===== config.mk =====
export PLATFORM = sky130hd
export DESIGN_NAME = hamming_secded_dec_pipe
export DESIGN_NICKNAME = d
export VERILOG_FILES = /design/src/rtl/hamming_pkg.sv /design/src/rtl/hamming_secded_syndrome.sv /design/src/rtl/hamming_secded_dec_pipe.sv
export SDC_FILE = /design/constraint.sdc
export NUM_CORES = 1
export LEC_CHECK = 0
export ABC_AREA = 1
export CAP_MARGIN = 20
export CORE_MARGIN = 4
export CORE_UTILIZATION = 40
export DETAILED_ROUTE_END_ITERATION = 6
export PLACE_DENSITY = 0.73
export SLEW_MARGIN = 25
export SYNTH_ARGS = -nofsm -noshare
export SYNTH_HDL_FRONTEND = slang
export SYNTH_SLANG_ARGS = --single-unit

===== constraint.sdc =====
create_clock -name clk -period 1.95 [get_ports clk]
set_input_delay 0.585 -clock clk [delete_from_list [all_inputs] [get_ports clk]]
set_output_delay 0.585 -clock clk [all_outputs]
set_load 0.005 [all_outputs]

===== src/rtl/hamming_pkg.sv =====
// Shared constants, data-bit position table and error classes for the Hamming(39,32) SEC-DED decoder.
package hamming_pkg;

    localparam int CW_W  = 39;
    localparam int SYN_W = 6;

    // Codeword position of each data bit: all non-power-of-two positions 3..38, ascending.
    localparam logic [SYN_W-1:0] DATA_POS [32] = '{
        6'd3,  6'd5,  6'd6,  6'd7,  6'd9,  6'd10, 6'd11, 6'd12,
        6'd13, 6'd14, 6'd15, 6'd17, 6'd18, 6'd19, 6'd20, 6'd21,
        6'd22, 6'd23, 6'd24, 6'd25, 6'd26, 6'd27, 6'd28, 6'd29,
        6'd30, 6'd31, 6'd33, 6'd34, 6'd35, 6'd36, 6'd37, 6'd38
    };

    typedef enum logic [1:0] {
        CLEAN = 2'd0,
        SEC   = 2'd1,
        DED   = 2'd2
    } err_class_e;

endpackage


===== src/rtl/hamming_secded_syndrome.sv =====
// Combinational syndrome (XOR of set-bit indices 1..38) and overall parity of a 39-bit codeword.
module hamming_secded_syndrome
    import hamming_pkg::*;
(
    input  logic [CW_W-1:0]  cw_i,
    output logic [SYN_W-1:0] syn_o,
    output logic             par_o
);

    always_comb begin
        syn_o = '0;
        for (int i = 1; i < CW_W; i++) begin
            if (cw_i[i]) begin
                syn_o = syn_o ^ SYN_W'(i);
            end
        end
        par_o = ^cw_i;
    end

endmodule


===== src/rtl/hamming_secded_dec_pipe.sv =====
// Two-stage SEC-DED decoder with valid/ready flow control (stage 1: syndrome, stage 2: correction).
// Saturating sec/ded counters exist only when HAMMING_ERR_CNT_EN is defined.
module hamming_secded_dec_pipe
    import hamming_pkg::*;
#(
    parameter int DATA_W = 32,
    parameter int CNT_W  = 16
) (
    input  logic              clk,
    input  logic              rst,
    input  logic [CW_W-1:0]   in_cw,
    input  logic              in_valid,
    output logic              in_ready,
    output logic [DATA_W-1:0] out_data,
    output logic              out_valid,
    input  logic              out_ready,
    output logic              out_sec,
    output logic              out_ded,
    output logic [SYN_W-1:0]  out_syn,
    input  logic              clr_cnt,
    output logic [CNT_W-1:0]  sec_cnt,
    output logic [CNT_W-1:0]  ded_cnt
);

    logic              adv;
    logic [SYN_W-1:0]  syn_d;
    logic              par_d;

    logic              s1_valid_q;
    logic [CW_W-1:0]   s1_cw_q;
    logic [SYN_W-1:0]  s1_syn_q;
    logic              s1_par_q;

    err_class_e        cls_d;
    logic [CW_W-1:0]   fixed_cw;
    logic [DATA_W-1:0] data_d;

    logic              out_valid_q;
    logic [DATA_W-1:0] out_data_q;
    logic              out_sec_q;
    logic              out_ded_q;
    logic [SYN_W-1:0]  out_syn_q;

    // Both stages move together; a held output freezes the whole pipe.
    assign adv      = out_ready | ~out_valid_q;
    assign in_ready = adv;

    hamming_secded_syndrome u_syndrome (
        .cw_i  (in_cw),
        .syn_o (syn_d),
        .par_o (par_d)
    );

    always_ff @(posedge clk or posedge rst) begin
        if (rst) begin
            // NOTE: sequential state uses non-blocking assignments so every register samples pre-edge values.
            s1_valid_q <= 1'b0;
        end else if (adv) begin
            s1_valid_q <= in_valid;
        end
    end

    // NOTE: stage-1 payload has no reset; s1_valid_q alone decides whether it is meaningful.
    always_ff @(posedge clk) begin
        if (adv && in_valid) begin
            s1_cw_q  <= in_cw;
            s1_syn_q <= syn_d;
            s1_par_q <= par_d;
        end
    end

    always_comb begin
        // NOTE: defaults first so no path through this block leaves a variable unassigned (no latch).
        cls_d    = CLEAN;
        fixed_cw = s1_cw_q;
        data_d   = '0;
        if (s1_par_q) begin
            if (s1_syn_q == '0) begin
                cls_d = SEC;
            end else if (s1_syn_q <= SYN_W'(CW_W - 1)) begin
                cls_d              = SEC;
                fixed_cw[s1_syn_q] = ~s1_cw_q[s1_syn_q];
            end else begin
                cls_d = DED;
            end
        end else if (s1_syn_q != '0) begin
            cls_d = DED;
        end
        for (int j = 0; j < DATA_W; j++) begin
            data_d[j] = fixed_cw[DATA_POS[j]];
        end
    end

    always_ff @(posedge clk or posedge rst) begin
        if (rst) begin
            out_valid_q <= 1'b0;
            out_data_q  <= '0;
            out_sec_q   <= 1'b0;
            out_ded_q   <= 1'b0;
            out_syn_q   <= '0;
        end else if (adv) begin
            out_valid_q <= s1_valid_q;
            if (s1_valid_q) begin
                out_data_q <= data_d;
                out_sec_q  <= (cls_d == SEC);
                out_ded_q  <= (cls_d == DED);
                out_syn_q  <= s1_syn_q;
            end
        end
    end

    assign out_valid = out_valid_q;
    assign out_data  = out_data_q;
    assign out_sec   = out_sec_q;
    assign out_ded   = out_ded_q;
    assign out_syn   = out_syn_q;

`ifdef HAMMING_ERR_CNT_EN
    logic             xfer;
    logic [CNT_W-1:0] sec_cnt_q;
    logic [CNT_W-1:0] ded_cnt_q;

    assign xfer = out_valid_q & out_ready;

    // Clear wins over a same-cycle increment; counters stick at all-ones.
    always_ff @(posedge clk or posedge rst) begin
        if (rst) begin
            sec_cnt_q <= '0;
            ded_cnt_q <= '0;
        end else if (clr_cnt) begin
            sec_cnt_q <= '0;
            ded_cnt_q <= '0;
        end else if (xfer) begin
            if (out_sec_q && sec_cnt_q != '1) begin
                sec_cnt_q <= sec_cnt_q + CNT_W'(1);
            end
            if (out_ded_q && ded_cnt_q != '1) begin
                ded_cnt_q <= ded_cnt_q + CNT_W'(1);
            end
        end
    end

    assign sec_cnt = sec_cnt_q;
    assign ded_cnt = ded_cnt_q;
`else
    logic unused_clr_cnt;

    assign unused_clr_cnt = clr_cnt;
    assign sec_cnt        = '0;
    assign ded_cnt        = '0;
`endif

endmodule


Word-level counts from Yosys, hierarchy flattened --
Cells that the tools add are included.
Operators by class: $lt $le $gt $ge 3, equality and inequality tests 2, mux-type cells 50, bitwise logic cells 40, reduce and logical (&&, ||, !) cells 6
Operators by type and width (number):
- $mux 39 | 3
- $mux 5 | 16
- $mux 6 | 7
- $bwmux 39 | 1
- $not 3->3 | 13
- $reduce_xor 39->1 | 1
- $mux 4 | 8
- $not 2->2 | 13
- $not 4->4 | 5
- $mux 2 | 6
- $mux 3 | 4
- $lt 6x7->1 const B | 1
- $bmux 1 s6 | 1
- $demux 1 s6 | 1
- $ge 6x1->1 const B | 1
- $le 6x6->1 const B | 1
- $logic_not 6->1 | 1
- $reduce_bool 6->1 | 1
- $not 1->1 const A | 5
- $not 5->5 | 1
- $mux 1 | 3
- $eq 2x1->1 const B | 1
- $eq 2x2->1 const B | 1
- $logic_and 1x1->1 | 2
- 3 further kinds | 4
Word-level totals: flip-flop bits (word level) 88, input bits 44, output and inout port bits 74, word-level logic and storage cells 110

Depth between registers and ports, before layout --
depth after elaboration 70, gate-level depth with buffers 15, gate-level depth less buffers 14

Modules after synthesis --
Synthesis repeated with hierarchy kept, for this count alone.
Second synthesis, totals: cells, all modules 823, area, all modules 5844.4 um^2
By module, submodules not included:
- hamming_secded_dec_pipe | times used 1, cells an instance 538, area each 4520.6 um^2, seq. area each 2432.3 um^2
- hamming_secded_syndrome | times used 1, cells an instance 285, area each 1323.8 um^2, seq. area each 0.0 um^2

Worst setup path after synthesis --
OpenSTA, ideal clock, no wires.
path kind in2reg, start input out_ready, end register s1_cw_q[0], enable pin, library setup time 0.400 ns, arrival time 1.694 ns, data required time 1.550 ns, setup slack -0.145 ns, cell stages on the path 4, buffers on the path 0, cells stage by stage nor2_1 inv_1 nand2_1 inv_1
Between the ends: longest elaborated chain between the ends 2
RTL lines:
- start, declared | RTL line hamming_secded_dec_pipe.sv:16 | input logic out_ready,
- $or 1x1->1 | RTL line hamming_secded_dec_pipe.sv:45 | assign adv = out_ready | ~out_valid_q;
- named net in_ready | RTL line hamming_secded_dec_pipe.sv:13 | output logic in_ready,
- $logic_and 1x1->1 | RTL line hamming_secded_dec_pipe.sv:65 | if (adv && in_valid) begin
- end signal, assigned | RTL line hamming_secded_dec_pipe.sv:66 | s1_cw_q <= in_cw;
- end, declared | RTL line hamming_secded_dec_pipe.sv:30 | logic [CW_W-1:0] s1_cw_q;
The timed path passes the listed nets, and every way through them passes these cells. A chain may end at the register's enable or synchronous reset.

Final worst setup path --
start input out_ready, end output in_ready
Between the ends: longest elaborated chain between the ends 1
RTL lines (RTL line):
- $or 1x1->1 | hamming_secded_dec_pipe.sv:45
- end, declared | hamming_secded_dec_pipe.sv:13
No other way between the ends.

==> impl_results.rst <==
.. list-table::
   :header-rows: 1

   * - Metric
     - Value
   * - Remaining DRCs
     - 0
   * - Total number of H-tree levels
     - 3
   * - Synth-to-layout area growth
     - 34.7%
   * - Total placed cells including tap cells
     - 1147
   * - Synthesized netlist cell count
     - 842
   * - Num rows
     - 43
   * - Clock sink total
     - 88
   * - Share of total power in sequential cells
     - 0.372
   * - Outcome
     - complete, no violations
   * - Register bit total from synthesis
     - 88
   * - Mapped Avg Cell Area
     - 6.91 um2
   * - Post-layout minimum cycle time
     - 1.89 ns
   * - Horizontal extent of the die
     - 129 um
   * - Tightest hold margin
     - 0.465 ns
   * - Syn. warnings
     - 0
   * - Detailed-route vias per instance
     - 4.58
   * - Cell chosen for the clock root
     - clkbuf_16
   * - Drt initial violations
     - 371
   * - Share of power burned in the clock network
     - 0.265
   * - Final Routed Wirelength
     - 15.0 mm
   * - Estimated wirelength of the detail-placed design
     - 11.5 mm
   * - Core footprint
     - 14000 um2
   * - Worst vdd ir
     - 473 uV
   * - Count of antenna-violating nets left after detailed routing
     - 0
   * - Post-synthesis cell type count
     - 31
   * - Drt first pass iters
     - 4
   * - Pin count of the biggest net entering global routing
     - 43
   * - Placed Instance Area
     - 7180 um2
   * - Number of global-route vias before repair
     - 4846
   * - Arr. time, crit path
     - 1.31 ns
   * - Initial antenna violation count
     - 0
   * - Total congestion overflow
     - 0
   * - Maximum clock skew at final layout
     - 0.00852 ns
   * - Clock insertion delay at the later pin of the skew report
     - 0.34 ns
   * - Critical Path Fanout Max
     - 2
   * - Maximum number of buffers from clock root to sink
     - 2
   * - Post-synth EDFFs
     - 46
   * - Height of the die
     - 129 um
   * - Utilization after layout
     - 0.558
   * - Cell area after layout
     - 7840 um2
   * - Number of endpoints failing setup at the final stage
     - 0
   * - Starting utilization of the core area
     - 0.415
   * - Final Max Tran Viols
     - 0
   * - Critical path launch point type
     - input pin
   * - CP required
     - 1.36 ns
   * - Per-cell routed wire length
     - 12.8 um
   * - Number of hold violations in the final report
     - 0
   * - Crit path kind
     - in -> out
   * - Total I/O pin count
     - 118
   * - Inserted Clock Buffers
     - 9
   * - Layout net count
     - 1035
   * - Achievable Freq
     - 0.529 GHz
   * - Final std cells w/o fill
     - 1176
   * - First-pass GRT wire length
     - 23.1 mm
   * - Combinational share of power
     - 0.363
   * - Sequential fraction of the synthesis area
     - 0.418
   * - Reported leakage power
     - 4.26 nW
   * - CTS tree
     - done
   * - Async set or reset register ratio after synthesis
     - 0.477
   * - Routability-driven placement congestion ratio
     - 0.953
   * - Clock transition time at the flip-flop clock pins of the worst setup and hold paths
     - 0.06 ns
   * - Net switching power of the design
     - 0.00211 W
   * - RSZ-0062 raised after global routing
     - yes
   * - Fraction of final layout cells sized beyond drive strength 1
     - 0.131
   * - Port Buf Inserts
     - 84
   * - Total track usage
     - 0.176
   * - Max-cap violations
     - 0
   * - Min-delay worst type
     - reg -> reg
   * - Ys flop type
     - edfxtp_1
   * - DIE AREA
     - 16500 um2
   * - Int Power
     - 0.00462 W
   * - Overall power consumption
     - 0.00673 W
   * - Crit end category
     - output port
   * - Routed via count
     - 5388
   * - Final worst path period share
     - 0.970
   * - Power density over the cells
     - 858 nW/um2
   * - Switching portion of total power
     - 0.313
   * - Netlist area before placement
     - 5820 um2
   * - Diode count
     - 0
[final timing paths]
kind	startpoint	end	slack [ns]	depth (start not counted)
min reg2reg	s1_valid_q	out_valid	0.46	2
min	s1_valid_q	out_valid	0.46	2
max reg2reg	s1_syn_q[2]	out_data[30]	0.06	12
max	out_ready	in_ready	0.06	4
min in group asynchronous	rst	s1_valid_q	0.60	3
max in group asynchronous	rst	out_data[4]	1.15	3
[stage by stage]
step / worst slack, ns / TNS [ns]
5_1_grt: -0.0787 / -1.48
2_1_floorplan: 0.00432 / 0
3_3_place_gp: -0.532 / -6.12
3_5_place_dp: -0.507 / -5.96
6_report: 0.0583 / 0
4_1_cts: 0.00528 / 0
[sequential cells by signal, indices dropped and copies added (netlist names)]
name / count
out_data: 32
out_ded: 1
out_sec: 1
out_syn: 6
out_valid: 1
s1_cw_q: 39
s1_par_q: 1
s1_syn_q: 6
s1_valid_q: 1
[cell families after synthesis]
logic type | count (synthesis) | share of synthesized area
simple gates | 519 | 0.354
buf+inv | 160 | 0.134
flops | 88 | 0.418
compound gates | 41 | 0.0445
xor+xnor | 33 | 0.0496
other cells | 1 | 0.000644
[cells in the final DEF (no fill, tap or decap), drive strengths merged, types with 2 or more instances in the layout]
master,instances
a21oi,9
buf,74
clkbuf,15
clkdlybuf4s15,3
clkdlybuf4s50,46
clkinv,4
conb,32
dfrtp,42
dlygate4sd2,10
dlymetal6s2s,24
edfxtp,46
inv,105
nand2,374
nand3,51
nor2,84
nor3,5
nor4,2
o21a,16
o21ai,14
xnor2,20
xor2,13
[power groups by stage]
| stage | logic [W] | registers (W) | clock network, W |
|---|---|---|---|
| global route | 0.00272 | 0.00254 | 0.00189 |
| finish | 0.00244 | 0.00250 | 0.00178 |
| detailed placement | 0.00224 | 0.00254 | 0 |
| global placement | 0.00220 | 0.00253 | 0 |
| CTS | 0.00225 | 0.00251 | 0.00181 |
| floorplan | 0.00123 | 0.00251 | 0 |
[worst max-delay path: stages]
cell	delay, ns
clkdlybuf4s50_1	0.41
nor2_2	0.13
inv_2	0.05
buf_2	0.12
[synth_stat cells (2+ instances only)]
cell	n	area, um2
buf_2	3	15.0
o21ai_0	10	50.1
o21a_1	16	120
xnor2_1	20	175
nor4_1	2	12.5
buf_4	37	278
a21oi_2	2	17.5
a21oi_1	7	35.0
inv_2	2	7.51
nor2_4	2	22.5
xor2_1	13	114
inv_1	104	390
clkbuf_1	9	33.8
buf_6	4	45.0
nand2_1	374	1400
o21ai_1	4	20.0
nand3_1	50	250
nor2_1	81	304
nor3_1	4	20.0
edfxtp_1	46	1380
dfrtp_1	42	1050
[per-layer routing]
metal | part of all wire | global-route usage | vias to the layer above
li1 | - | - | 2799
met1 | 0.43 | 0.238 | 2405
met2 | 0.48 | 0.288 | 156
met3 | 0.063 | 0.0328 | 28
met4 | 0.027 | 0.0500 | 0
met5 | 0 | 0 | -
[layout make-up]
| cell class | count | area, um2 |
|---|---|---|
| fill | 1318 | 6200 |
| multi-input combinational | 625 | 2850 |
| sequential | 88 | 2430 |
| timing repair buffer | 160 | 1610 |
| inverter | 107 | 410 |
| clock buffer | 12 | 267 |
| tap | 180 | 225 |
| clock inverter | 4 | 51.3 |
[what timing repair did]
action / 4_1_cts / 5_1_grt
gates cloned: 0 / 4
hold buffers: 0 / 0
buffers inserted: 1 / 9
endpoints found under the setup margin: 6 / 37
pin swaps: 2 / 9
gates resized for setup: 23 / 54
(Power assumes the default switching activity.)
==> edit 1 (config.mk and constraints unchanged) <==
`CNT_W`: 16 -> 24.
--- a/src/rtl/hamming_secded_dec_pipe.sv
+++ b/src/rtl/hamming_secded_dec_pipe.sv
@@ -6,3 +6,3 @@
     parameter int DATA_W = 32,
-    parameter int CNT_W  = 16
+    parameter int CNT_W  = 24
 ) (
Interface: changed (resized ded_cnt and sec_cnt); port bits go from 118 to 134. No check against the original RTL was run, so the function may have changed too.
==> edit 1 against the unedited design <==
- area after synthesis rose by 2.1%
- clock skew increased by 3.0 ps
- routed wire length rose by 6.1%
- count of clock-buffer cells in the layout fell by 2
- cell area increased by 4.5%
- worst setup slack got worse by 47 ps
- sequential cell count is the same
- total power grew 2.8%
- critical endpoint is now out_data[4]
==> edit 1: results (changes against the unedited design) <==
Outcome
  • Outcome: completed

Route
  • Met1 WL: 6755 um (+4.2%)
  • Length of the first detailed-routing pass in iterations: 5 (+1)
  • Length of routed met3 wiring: 826 um (-13%)
  • Initial DRC Count: 406 (+9.4%)
  • Via density: 4.673 (+2.0%)
  • Routed wire length: 15940 um (+6.1%)
  • Met2 wire len: 8092 um (+13%)

Final layout
  • Diodes inserted: 0 (unchanged)
  • Count of nets after finishing: 1058 (+2.2%)
  • Number of fill cells: 1356 (+2.9%)
  • Non-filler cells in the finished layout: 1203 (+2.3%)
  • Proportion of layout cells with a drive suffix above 1: 18.06% (+5.0 points)

CTS
  • Maximum buffer depth of the clock tree: 2 (unchanged)
  • Clock root buffer: clkbuf_16
  • Clock latency at the later pin of the worst-skew pair: 330 ps

Global route
  • Pin count of the biggest net entering global routing: 43 (unchanged)
  • GR Util met2: 31.21% (+2.4 points)
  • Vias in the first global route: 4988 (+2.9%)
  • First-pass GRT wire length: 24110 um (+4.1%)
  • Met1 layer usage reported by global route: 23.20% (-0.58 points)
  • GRT Resource Usage Total: 18.01% (+0.46 points)
  • Grt met3 use: 2.743% (-0.54 points)

Synth
  • XOR/XNOR share of the synthesized area: 4.864% (-0.10 points)
  • Adder-cell area share of the yosys netlist: 0% (unchanged)
  • Portion of the post-synthesis area used by sequential elements: 40.93% (-0.84 points)
  • Compound-cell area share of the yosys netlist: 4.359% (-0.090 points)
  • Unique masters post-synth: 31 (unchanged)
  • Synth area leaders: nand2_1 24%, edfxtp_1 23%, dfrtp_1 18%
  • Ranking of synthesized cells by instance count: 374 x nand2_1, 104 x inv_1, 81 x nor2_1
  • Mapped Avg Cell Area: 6.925 um2 (+0.16%)
  • Most instantiated flip-flop cell in the synthesis netlist: edfxtp_1

Power
  • Leakage power: 4.300 nW (+0.87%)
  • Worst IR Drop VDD: 425.5 uV (-10%)

Setup path
  • Delay of the slowest cell on the worst path: 480 ps (+70 ps)
  • Cell family with the largest share of critical-path delay: simple AND/OR/NAND/NOR gates
  • Worst Path Arrival: 2210 ps (+900 ps)
  • Critical-path cell with the highest stage delay: edfxtp_1
  • Crit-path max FO: 9 (+7)

STA
  • Final Skew: 11.48 ps (+2.963 ps)

Placed design
  • Cell area after placement: 7287 um2 (+1.4%)
  • RePlAce Congestion: 0.9254 (-2.9%)
  • Post-DP HPWL: 11950 um (+4.2%)
edit 1: cell types whose count changed after synthesis, sizes merged:
cell / delta
buf: +16
edit 1: timing repair:
item	4_1_cts	5_1_grt
buffers inserted	0	9
setup endpoints to repair	6	38
gates cloned	0	6
gates resized for setup	25	108
pin swaps	3	35
edit 1: path summary, 6_finish.rpt:
check                            startpoint           to  slack (ps)  cells past startpoint
worst max-delay path            s1_syn_q[0]  out_data[4]          10                     10
worst min-delay path             s1_valid_q    out_valid         470                      2
worst max register to register  s1_syn_q[0]  out_data[4]          10                     10
worst min register to register   s1_valid_q    out_valid         470                      2
max in group asynchronous               rst  out_data[5]        1130                      3
min in group asynchronous               rst    out_valid         610                      3
edit 1: area by class of cell:
class	instances	share of cell area, %
multi-input cells	641	38.14
inverters	107	5.037
clock buffers	10	2.793
well taps	184	2.808
clock inverters	6	0.7326
flip-flops and latches	88	29.67
repair buffers	167	20.82
edit 1: where the power goes:
part	leakage, nW	switching (mW)	internal, mW
sequential	0.954	0.203	2.31
combinational	3.21	1.36	1.36
clock	0.138	0.712	0.987
total	4.30	2.27	4.65
edit 1: cells by family after synthesis:
family	Yosys count
AO/OA/AOI/OAI	41
XOR/XNOR	33
buffers and inverters	176
flip-flops	88
other	1
AND/OR/NAND/NOR	519
edit 1: metrics by stage:
stage / worst slack [ps] / util (%)
2_1_floorplan: 4.322 / -
3_3_place_gp: -597.4 / 50.14
3_5_place_dp: -634.3 / 50.14
4_1_cts: -32.93 / 52.14
5_1_grt: -100.7 / 56.41
6_report: 11.76 / 56.41
edit 1: worst min-delay path, delay by kind of cell, from the launching register on:
kind | cells | cell delay, ps
DFF | 1 | 320
and+or+nand+nor | 1 | 60
buffers and inverters | 1 | 50
==> edit 2 (config.mk and constraints unchanged) <==
Without the edit above. Add a define of `HAMMING_ERR_CNT_EN`.
--- a/src/rtl/hamming_secded_dec_pipe.sv
+++ b/src/rtl/hamming_secded_dec_pipe.sv
@@ -2,2 +2,4 @@
 // Saturating sec/ded counters exist only when HAMMING_ERR_CNT_EN is defined.
+`define HAMMING_ERR_CNT_EN
+
 module hamming_secded_dec_pipe
Behaviour: not the same (Yosys sat finds a counterexample within 4 cycles, from zero or initial values and one cycle with rst high).
==> edit 2 against the unedited design <==
- via count up 31%
- cell area rose by 31%
- hold slack worse by 27 ps
- area after synthesis rose by 25%
- sequential cell count up 32
- final cell count increased by 22%
- worst setup slack worse by 24 ps
- global-route usage grew 1.7 points
- largest cell class unchanged
- total power increased by 33%
- clock power increased by 67%
- routed wire length up 33%
- combinational power up 14%
- clock skew is essentially flat
==> edit 2: results (changes against the unedited design) <==
Synth
  • Synth area leaders: dfrtp_1 25%, edfxtp_1 19%, nand2_1 18%
  • Unique masters post-synth: 34 (+9.7%)
  • Adder-cell area share of the yosys netlist: 0.3428% (+0.34 points)
  • XOR/XNOR share of the synthesized area: 6.358% (+1.4 points)
  • Fraction of synthesis flops using an asynchronous set or reset pin: 61.67% (+14 points)
  • Compound-cell area share of the yosys netlist: 5.913% (+1.5 points)
  • Portion of the post-synthesis area used by sequential elements: 44.28% (+2.5 points)
  • Ranking of synthesized cells by instance count: 341 x nand2_1, 140 x nor2_1, 104 x inv_1
  • Most instantiated flip-flop cell in the synthesis netlist: dfrtp_1
  • Cell count after synthesis: 970 (+15%)

CTS
  • Number of levels in the clock H-tree: 4 (+1)
  • Clock latency at the later pin of the worst-skew pair: 420 ps (+80 ps)
  • Clock-pin slew on the worst setup and hold paths: 50 ps
  • Clock buffer count from CTS: 17 (+8)

Route
  • Length of the first detailed-routing pass in iterations: 6 (+2)
  • Routed wire length: 19960 um (+33%)
  • Initial DRC Count: 349 (-5.9%)
  • Via density: 4.911 (+7.2%)
  • WL/cell: 13.93 um (+9.0%)

STA
  • Final Skew: 8.915 ps (+0.3990 ps)

Placed design
  • Post-DP HPWL: 14610 um (+27%)
  • Total placed cells including tap cells: 1372 (+20%)
  • Quantity of I/O buffers inserted on ports: 117 (+39%)
  • RePlAce Congestion: 0.9307 (-2.4%)

Outcome
  • Outcome: completed

Setup path
  • Worst Path Arrival: 1330 ps (+20 ps)
  • Reg-to-Reg End: sec_cnt[0]
  • Worst Reg2Reg Path Length in Cells: 11 (-1)
  • Critical-path cell with the highest stage delay: clkdlybuf4s50_1
  • Origin of the critical flop-to-flop path: sec_cnt[0]
  • Delay of the slowest cell on the worst path: 520 ps (+110 ps)
  • Crit-path max FO: 3 (+1)

Global route
  • Vias in the first global route: 6539 (+35%)
  • GRT Resource Usage Total: 19.29% (+1.7 points)
  • Pin count of the biggest net entering global routing: 75 (+74%)
  • First-pass GRT wire length: 31420 um (+36%)

Final layout
  • Top register by number of flip-flops: s1_cw_q
  • Number of fill cells: 1571 (+19%)
  • Proportion of layout cells with a drive suffix above 1: 18.69% (+5.6 points)
  • Count of nets after finishing: 1239 (+20%)

Min path
  • End point of the most critical hold path: s1_cw_q[30]
  • Launch instance of the worst min-delay path: in_cw[30]
  • Class of the tightest hold or removal check: in -> reg
  • Hold Path Depth: 1 (-1)

Power
  • Internal Power: 6.224 mW (+35%)
  • Worst IR Drop VDD: 737.3 uV (+56%)
  • Leakage power: 4.999 nW (+17%)
==> edit 2: per-layer routing <==
metal	track usage, %	share of wire [%]	vias up	wire length [um]
li1	-	-	3501	-
met1	24.78	42	3205	8294
met2	32.52	47	288	9480
met3	3.617	8.6	43	1709
met4	7.004	2.4	0	479
met5	0	0	-	0
==> edit 2: through the flow <==
stage          area, um2  setup WS (ps)  hold slack (ps)  power [mW]  setup TNS (ps)
2_1_floorplan       7308          4.322            431.2       4.677               0
3_3_place_gp        9274         -417.8            444.5       5.889          -15360
3_5_place_dp        9274         -508.3            460.9       5.948          -16030
4_1_cts            10020          1.704            474.2       8.973               0
5_1_grt            10300         -63.84            436.5       9.474          -218.3
6_report           10300          34.44            437.5       8.975               0
==> edit 2: timing repair <==
action / 4_1_cts / 5_1_grt
hold buffers: 0 / 0
gates resized for setup: 12 / 70
pin swaps: 1 / 15
setup endpoints to repair: 25 / 66
buffers inserted: 23 / 8
==> edit 2: cell type report <==
class,instances,area [um2],area share (%)
Clock buffer,29,563.0,5.468
Clock inverter,1,5.005,0.04861
Inverter,108,420.4,4.083
Multi-Input combinational cell,717,3616,35.12
Sequential cell,120,3238,31.45
Tap cell,229,286.5,2.783
Timing Repair Buffer,229,2167,21.05
==> edit 2: how the worst max path moves through the flow <==
| stage | start | endpoint | slack (ps) | cells past startpoint |
|---|---|---|---|---|
| 2_1_floorplan | out_ready | s1_cw_q[0] | 4 | 4 |
| 3_3_place_gp | in_cw[5] | s1_par_q | -420 | 15 |
| 3_5_place_dp | in_cw[5] | s1_par_q | -510 | 15 |
| 4_1_cts | sec_cnt[7] | sec_cnt[7] | 2 | 1 |
| 5_1_grt | sec_cnt[0] | sec_cnt[0] | -60 | 11 |
| 6_report | sec_cnt[11] | sec_cnt[11] | 30 | 1 |
==> edit 2: kinds of logic after synthesis <==
family	Yosys count
XOR/XNOR	53
AO/OA/AOI/OAI	74
buffers and inverters	133
AND/OR/NAND/NOR	588
flip-flops	120
adder cells (fa/ha/maj)	2
==> edit 2: power by group through the flow <==
stage	clock, mW	sequential [mW]	combinational (mW)
floorplan	0	3.23	1.45
CTS	3.04	3.21	2.73
global placement	0	3.24	2.65
detailed placement	0	3.25	2.70
global route	3.15	3.26	3.06
finish	2.98	3.21	2.78
